===== config.mk =====
export PLATFORM = sky130hd
export DESIGN_NAME = mem_sync_fifo_ctrl
export DESIGN_NICKNAME = d
export VERILOG_FILES = /design/src/rtl/mem_sync_fifo_ctrl.sv
export SDC_FILE = /design/constraint.sdc
export NUM_CORES = 1
export LEC_CHECK = 0
export ABC_CLOCK_PERIOD_IN_PS = 5600
export CAP_MARGIN = 0
export CELL_PAD_IN_SITES_DETAIL_PLACEMENT = 1
export CELL_PAD_IN_SITES_GLOBAL_PLACEMENT = 1
export CORE_ASPECT_RATIO = 0.8
export CORE_MARGIN = 3
export CORE_UTILIZATION = 39
export DETAILED_ROUTE_END_ITERATION = 8
export PLACE_DENSITY = 0.78
export SYNTH_ARGS = -nofsm -noshare
export SYNTH_HDL_FRONTEND = slang
export SYNTH_SLANG_ARGS = --single-unit

===== constraint.sdc =====
create_clock -name clk -period 5.6 [get_ports clk]
set_clock_uncertainty 0.2 [all_clocks]
set_input_delay 0.56 -clock clk [delete_from_list [all_inputs] [get_ports clk]]
set_output_delay 0.56 -clock clk [all_outputs]
set_load 0.05 [all_outputs]

===== src/rtl/mem_sync_fifo_ctrl.sv =====
// FIFO controller over a single-port synchronous RAM.
// Shares the RAM port between pushes and prefetch reads.
module mem_sync_fifo_ctrl #(
    parameter int ADDR_W = 8,
    parameter int DATA_W = 16
) (
    input  logic              clk,
    input  logic              rst_n,
    input  logic              in_valid,
    input  logic [DATA_W-1:0] in_data,
    output logic              in_ready,
    output logic              out_valid,
    output logic [DATA_W-1:0] out_data,
    input  logic              out_ready,
    output logic [ADDR_W+1:0] count,
    output logic [ADDR_W-1:0] mem_address,
    output logic [DATA_W-1:0] mem_wd,
    output logic              mem_wen,
    input  logic [DATA_W-1:0] mem_rd
);

    localparam logic [ADDR_W:0] MEM_FULL = {1'b1, {ADDR_W{1'b0}}};

    logic [ADDR_W-1:0] wr_ptr_q, wr_ptr_d;
    logic [ADDR_W-1:0] rd_ptr_q, rd_ptr_d;
    logic [ADDR_W:0]   mem_cnt_q, mem_cnt_d;
    logic [1:0]        ob_cnt_q, ob_cnt_d;
    logic              rd_pend_q, rd_pend_d;
    logic [DATA_W-1:0] ob0_q, ob0_d;
    logic [DATA_W-1:0] ob1_q, ob1_d;

    logic       pop;
    logic       has_mem;
    logic       can_wr;
    logic       rd_ok;
    logic       urgent;
    logic       rd_grant;
    logic       wr_grant;
    logic [2:0] occ;

    // Port arbitration: a read wins only when the output stage would starve.
    always_comb begin
        pop      = out_valid && out_ready;
        occ      = {1'b0, ob_cnt_q} + {2'b00, rd_pend_q} - {2'b00, pop};
        has_mem  = mem_cnt_q != '0;
        can_wr   = mem_cnt_q != MEM_FULL;
        rd_ok    = has_mem && (occ <= 3'd1);
        urgent   = rd_ok && (occ == 3'd0);
        rd_grant = urgent || (rd_ok && !(in_valid && can_wr));
        in_ready = rst_n && can_wr && !urgent;
        wr_grant = in_valid && in_ready;
    end

    // Next-state for pointers, RAM occupancy and the two-entry output stage.
    always_comb begin
        wr_ptr_d  = wr_ptr_q;
        rd_ptr_d  = rd_ptr_q;
        mem_cnt_d = mem_cnt_q;
        ob_cnt_d  = ob_cnt_q;
        ob0_d     = ob0_q;
        ob1_d     = ob1_q;
        rd_pend_d = rd_grant;
        if (wr_grant) begin
            wr_ptr_d  = wr_ptr_q + 1'b1;
            mem_cnt_d = mem_cnt_q + 1'b1;
        end
        if (rd_grant) begin
            rd_ptr_d  = rd_ptr_q + 1'b1;
            mem_cnt_d = mem_cnt_q - 1'b1;
        end
        unique case (1'b1)
            (pop && rd_pend_q): begin
                if (ob_cnt_q == 2'd2) begin
                    ob0_d = ob1_q;
                    ob1_d = mem_rd;
                end else begin
                    ob0_d = mem_rd;
                end
            end
            (pop && !rd_pend_q): begin
                ob0_d    = ob1_q;
                ob_cnt_d = ob_cnt_q - 2'd1;
            end
            (!pop && rd_pend_q): begin
                if (ob_cnt_q == 2'd0) begin
                    ob0_d = mem_rd;
                end else begin
                    ob1_d = mem_rd;
                end
                ob_cnt_d = ob_cnt_q + 2'd1;
            end
            default: begin
            end
        endcase
    end

    // State registers; reset discards any in-flight read and held data.
    always_ff @(posedge clk or negedge rst_n) begin
        if (!rst_n) begin
            wr_ptr_q  <= '0;
            rd_ptr_q  <= '0;
            mem_cnt_q <= '0;
            ob_cnt_q  <= '0;
            rd_pend_q <= 1'b0;
            ob0_q     <= '0;
            ob1_q     <= '0;
        end else begin
            wr_ptr_q  <= wr_ptr_d;
            rd_ptr_q  <= rd_ptr_d;
            mem_cnt_q <= mem_cnt_d;
            ob_cnt_q  <= ob_cnt_d;
            rd_pend_q <= rd_pend_d;
            ob0_q     <= ob0_d;
            ob1_q     <= ob1_d;
        end
    end

    // Stream outputs, occupancy and RAM drive.
    always_comb begin
        out_valid   = ob_cnt_q != 2'd0;
        out_data    = ob0_q;
        count       = {1'b0, mem_cnt_q}
                    + {{(ADDR_W+1){1'b0}}, rd_pend_q}
                    + {{ADDR_W{1'b0}}, ob_cnt_q};
        mem_wen     = wr_grant;
        mem_address = wr_grant ? wr_ptr_q : rd_ptr_q;
        mem_wd      = in_data;
    end

endmodule


* Word-level counts from Yosys, hierarchy flattened *
Index checks and enable logic that the tools add are counted.
Widths: inputs -> output; s select.

word-level totals
  flip-flop bits (word level) = 60
  bits of input ports = 36
  output and inout port bits = 53
  word-level logic and storage cells = 59

operators by class
  add/sub/neg operators = 10
  magnitude comparators = 1
  equal/unequal tests = 5
  multiplexer cells = 10
  reductions and logical operators = 26

operators with widths
  operator             number
  $mux 16              4
  $pmux 16 s3          1
  $pmux 16 s2          1
  $mux 9               2
  $add 8x1->8 const B  2
  $logic_and 1x1->1    11
  $add 10x2->10        1
  $add 9x1->10         1
  $add 9x1->9 const B  1
  $ne 9x9->1 const B   1
  $reduce_bool 9->1    1
  $sub 9x1->9 const B  1
  $mux 8               1
  $reduce_bool 2->1    4
  $logic_not 1->1      4
  $ne 2x1->1 const B   2
  $pmux 2 s2           1
  $add 2x1->3          1
  $le 3x1->1 const B   1
  $logic_not 3->1      1
  $reduce_and 3->1     1
  $reduce_bool 3->1    1
  $sub 3x1->3          1
  $add 2x1->2 const B  1
  6 further kinds      6

* Depth between registers and ports, before layout *
  depth after elaboration = 11
  mapped depth = 23
  mapped depth without buffers = 19

* Worst setup path before layout *
No wires, ideal clock.

  path kind = flip-flop to flip-flop
  from = register ob_cnt_q[0]
  to = register mem_cnt_q[6]
  library setup time = 125 ps
  arrival = 4501 ps
  data required time = 5275 ps
  slack = 775 ps
  cell stages (with the launch flop) = 24
  path buffers = 4
  clock period less this slack = 4825 ps
  cells stage by stage = dfrtp_1 buf_2 nor2_1 inv_1 nand2_1 inv_1 ha_1 clkbuf_1 clkbuf_1 inv_1 ha_1 inv_1 fa_1 xnor2_1 nand2_1 a311oi_4 buf_6 inv_1 fa_1 nand2b_1 a21oi_1 a31oi_1 xnor2_1 mux2_2

between the ends
  elaborated cells on any way between the ends = 15
  those cells by class = 2 x add/sub; 1 x order compare; 1 x mux; 11 x reduce/logical

RTL lines
  element                                      RTL line  text
  start: declaration                           27        logic [1:0] ob_cnt_q, ob_cnt_d;
  start signal: assignment                     111       ob_cnt_q <= ob_cnt_d;
  $reduce_bool 2->1 (*)                        120       out_valid = ob_cnt_q != 2'd0;
  via out_valid                                12        output logic out_valid,
  $logic_and 1x1->1 (*)                        43        pop = out_valid && out_ready;
  $sub 3x1->3 (*)                              44        occ = {1'b0, ob_cnt_q} + {2'b00, rd_pend_q} - {2'b00, pop};
  $le 3x1->1                                   47        rd_ok = has_mem && (occ <= 3'd1);
  $logic_and 1x1->1                            47
  $logic_and 1x1->1 (on tied branches)         48, 49
  $logic_or 1x1->1 (*)                         49        rd_grant = urgent || (rd_ok && !(in_valid && can_wr));
  via rd_grant                                 37        logic rd_grant;
  $mux 9 or $reduce_bool 2->1 (tied branches)  --
  end signal: assignment                       110       mem_cnt_q <= mem_cnt_d;
  end: declaration                             26        logic [ADDR_W:0] mem_cnt_q, mem_cnt_d;

Mark *: on every way through the listed nets, which the timed path passes. The rest lies on a longest branch.
A chain may end at the register's enable or synchronous reset.

* Final worst setup path *
  from = register ob_cnt_q[1]
  to = output port mem_address[5]

between the ends
  cells in the longest elaborated chain, start to end = 10
  elaborated cells on any way between the ends = 12
  those cells by class = 2 x add/sub; 1 x order compare; 1 x mux; 8 x reduce/logical

ends and longest elaborated chain
  element                                                              RTL line  text
  parallel branches: the longest is 2 deep, another holds $add 2x1->3  --
  $sub 3x1->3 (*)                                                      44
  $le 3x1->1                                                           47
  $logic_and 1x1->1                                                    47
  $logic_and 1x1->1 (*)                                                48        urgent = rd_ok && (occ == 3'd0);
  $logic_not 1->1 (*)                                                  50        in_ready = rst_n && can_wr && !urgent;
  $logic_and 1x1->1 (*)                                                50
  $logic_and 1x1->1 (*)                                                51        wr_grant = in_valid && in_ready;
  $mux 8 (*)                                                           126       mem_address = wr_grant ? wr_ptr_q : rd_ptr_q;
  end: declaration                                                     16        output logic [ADDR_W-1:0] mem_address,

Mark *: on every way between the ends.

==> results.toml <==
[outcome]
status = "complete, no violations"

[timing]
min_period_ns = 4.909
fmax_ghz = 0.2037
finalMaxSlewViolations = 0
worst_slack_ns = 0.6905
max_slew_margin_pct = 46.11
hold_viol_final = 0
period_share_pct = 87.67
setup_tns_ns = 0
rsz0062_at_grt = "no"
setup_viol = 0
worstMarginPinSlew_ns = 0.8083

[cells_and_area]
nets = 431
fillers = 986
drive_gt1_share_pct = 18.37
final_util_pct = 50.70
antenna_cells = 0
final_cell_mix = "dfrtp_1 (60), clkdlybuf4s50_1 (46), nand2_1 (44)"
final_common_cell = "dfrtp_1"
layout.cells.non_filler = 493
syn_to_final_growth_pct = 21.80

[clock_tree]
h-tree-depth = 3
clock-sinks = 60
clock-root-buffer = "clkbuf_16"
path_clk_slew_ns = 0.05
cts_buffers = 9
worstSkewPairLatency_ns = 0.33
cts_setup_buffers = 0
cts_tree = "yes"
cts_hold_buf = 0
cts_buffer_depth = 2
post_cts_resized = 0

[drt]
via_per_inst = 5.615
wl_mm = 9.049
ant_nets = 0
routedWlPerCell_um = 18.35
drc = 0
drt_iter0_drc = 120
first_pass_iters = 4
vias = 2768

[yosys]
ys_warn_count = 0
synth-edff-count = 0
synth_cells = 338
ys_seq_area_share_pct = 41.07
synth_area_mm2 = 0.003656
ys_ff_latch = 60
syn-num-nets = 393
ys_types = 40
ys_async_sr_fraction_pct = 100.0
synth_flop_cell = "dfrtp_1"
avgSynthCellArea_um2 = 10.82

[floorplanning]
dieArea_mm2 = 0.01058
die_w_um = 114.3
dieHeight_um = 92.60
ioPinCount = 89
fp-row-count = 30
coreArea_mm2 = 0.008783
start_util_pct = 41.62

[place]
post-place-ws_ns = 0.9019
gp_congestion = 0.7925
hpwlAfterDp_mm = 6.140
dpl.cell_count = 477
port-buffer-count = 56

[setup_path]
end_kind = "primary output"
cp_max_fo = 19
crit_type = "reg2out"
cp-start-kind = "register"
worstPathRequired_ns = 4.84
arrival_ns = 4.15

[global_route]
grt_start_max_net_pins = 62
grt_pass1_vias = 2862
antenna_found_initial = 0
grt_overflow = 0
grt_pass1_wl_mm = 15.06
gr-usage-all-layers_pct = 18.00

[worst_hold_path]
hold_path.class = "in2async"

[run]
maxCapViolCount = 0
registers in the layout, indices dropped and copies added (netlist names):
signal	cells
ob1_q	16
rd_pend_q	1
ob_cnt_q	2
mem_cnt_q	9
rd_ptr_q	8
wr_ptr_q	8
out_data	16
kinds of logic (layout without fill, tap and decap cells):
logic type      after synthesis  count (layout)  share of synthesized area (%)
simple gates                 77              77                          10.57
compound gates               69              69                          15.50
flops                        60              60                          41.07
buf+inv                      46              89                          7.221
mux                          34              34                          10.40
xor+xnor                     33              33                          7.906
fa+ha+maj                    19              19                          7.324
critical path: stages (launching register included):
cell and delay, ns:
dfrtp_1 0.52, nor2_1 0.30, inv_1 0.10, nand2_1 0.10
inv_1 0.10, ha_1 0.31, inv_1 0.08, ha_1 0.14
inv_1 0.05, fa_1 0.46, nor2b_1 0.15, a22oi_1 0.18
o211a_1 0.70, mux2_2 0.42, buf_4 0.19
per-layer routing:
metal | wire length [µm] | global-route usage [%] | share of wire [%] | vias to the layer above
li1 | - | - | - | 1280
met1 | 4162 | 24.23 | 46 | 1415
met2 | 4338 | 27.88 | 48 | 58
met3 | 420 | 5.944 | 4.6 | 15
met4 | 127 | 4.649 | 1.4 | 0
met5 | 0 | 0 | 0 | -
final timing paths:
path | startpoint | end | slack (ns) | cells past startpoint
min reg2reg | out_data[6] | out_data[6] | 0.27 | 1
max | ob_cnt_q[1] | mem_address[5] | 0.69 | 14
max in group asynchronous | rst_n | ob1_q[8] | 4.46 | 2
max reg2reg | ob_cnt_q[1] | mem_cnt_q[7] | 0.90 | 19
min | rst_n | ob_cnt_q[1] | 0.23 | 2
min in group clk | out_data[6] | out_data[6] | 0.27 | 1
synthesized netlist by cell type, types with 2 or more instances:
cell type | number | share of area [%]
a21o_1 | 20 | 4.1
a21oi_1 | 5 | 0.68
a221oi_1 | 16 | 3.8
a311oi_1 | 16 | 3.8
and3_1 | 5 | 0.86
and4_1 | 2 | 0.48
buf_2 | 4 | 0.55
buf_4 | 16 | 3.3
buf_6 | 2 | 0.62
clkbuf_1 | 12 | 1.2
dfrtp_1 | 60 | 41
fa_1 | 4 | 2.2
ha_1 | 15 | 5.1
inv_1 | 11 | 1.1
mux2_2 | 32 | 9.9
mux2i_1 | 2 | 0.55
nand2_1 | 44 | 4.5
nand2b_1 | 3 | 0.51
nand3_1 | 4 | 0.55
nand4_1 | 7 | 1.2
nor2_1 | 6 | 0.62
nor2b_1 | 2 | 0.34
o21ai_0 | 2 | 0.27
xnor2_1 | 26 | 6.2
xor2_1 | 7 | 1.7
layout make-up:
cell class	count	area (µm²)	area share [%]
tap	112	140.1	3.147
timing repair buffer	62	590.6	13.26
clock inverter	5	52.55	1.180
sequential	60	1501	33.72
clock buffer	11	232.7	5.226
inverter	11	41.29	0.9272
multi-input combinational	232	1894	42.54
per-stage QoR:
step	hold WS, ns	cell area, µm²
floorplan	0.06441	3656
global placement	0.2579	4168
detailed placement	0.2648	4168
CTS	0.2709	4453
global route	0.2925	4453
finish	0.2345	4453
Power is not shown: default switching activity piles up to over one toggle a cycle in this logic, so the estimate is an artifact.
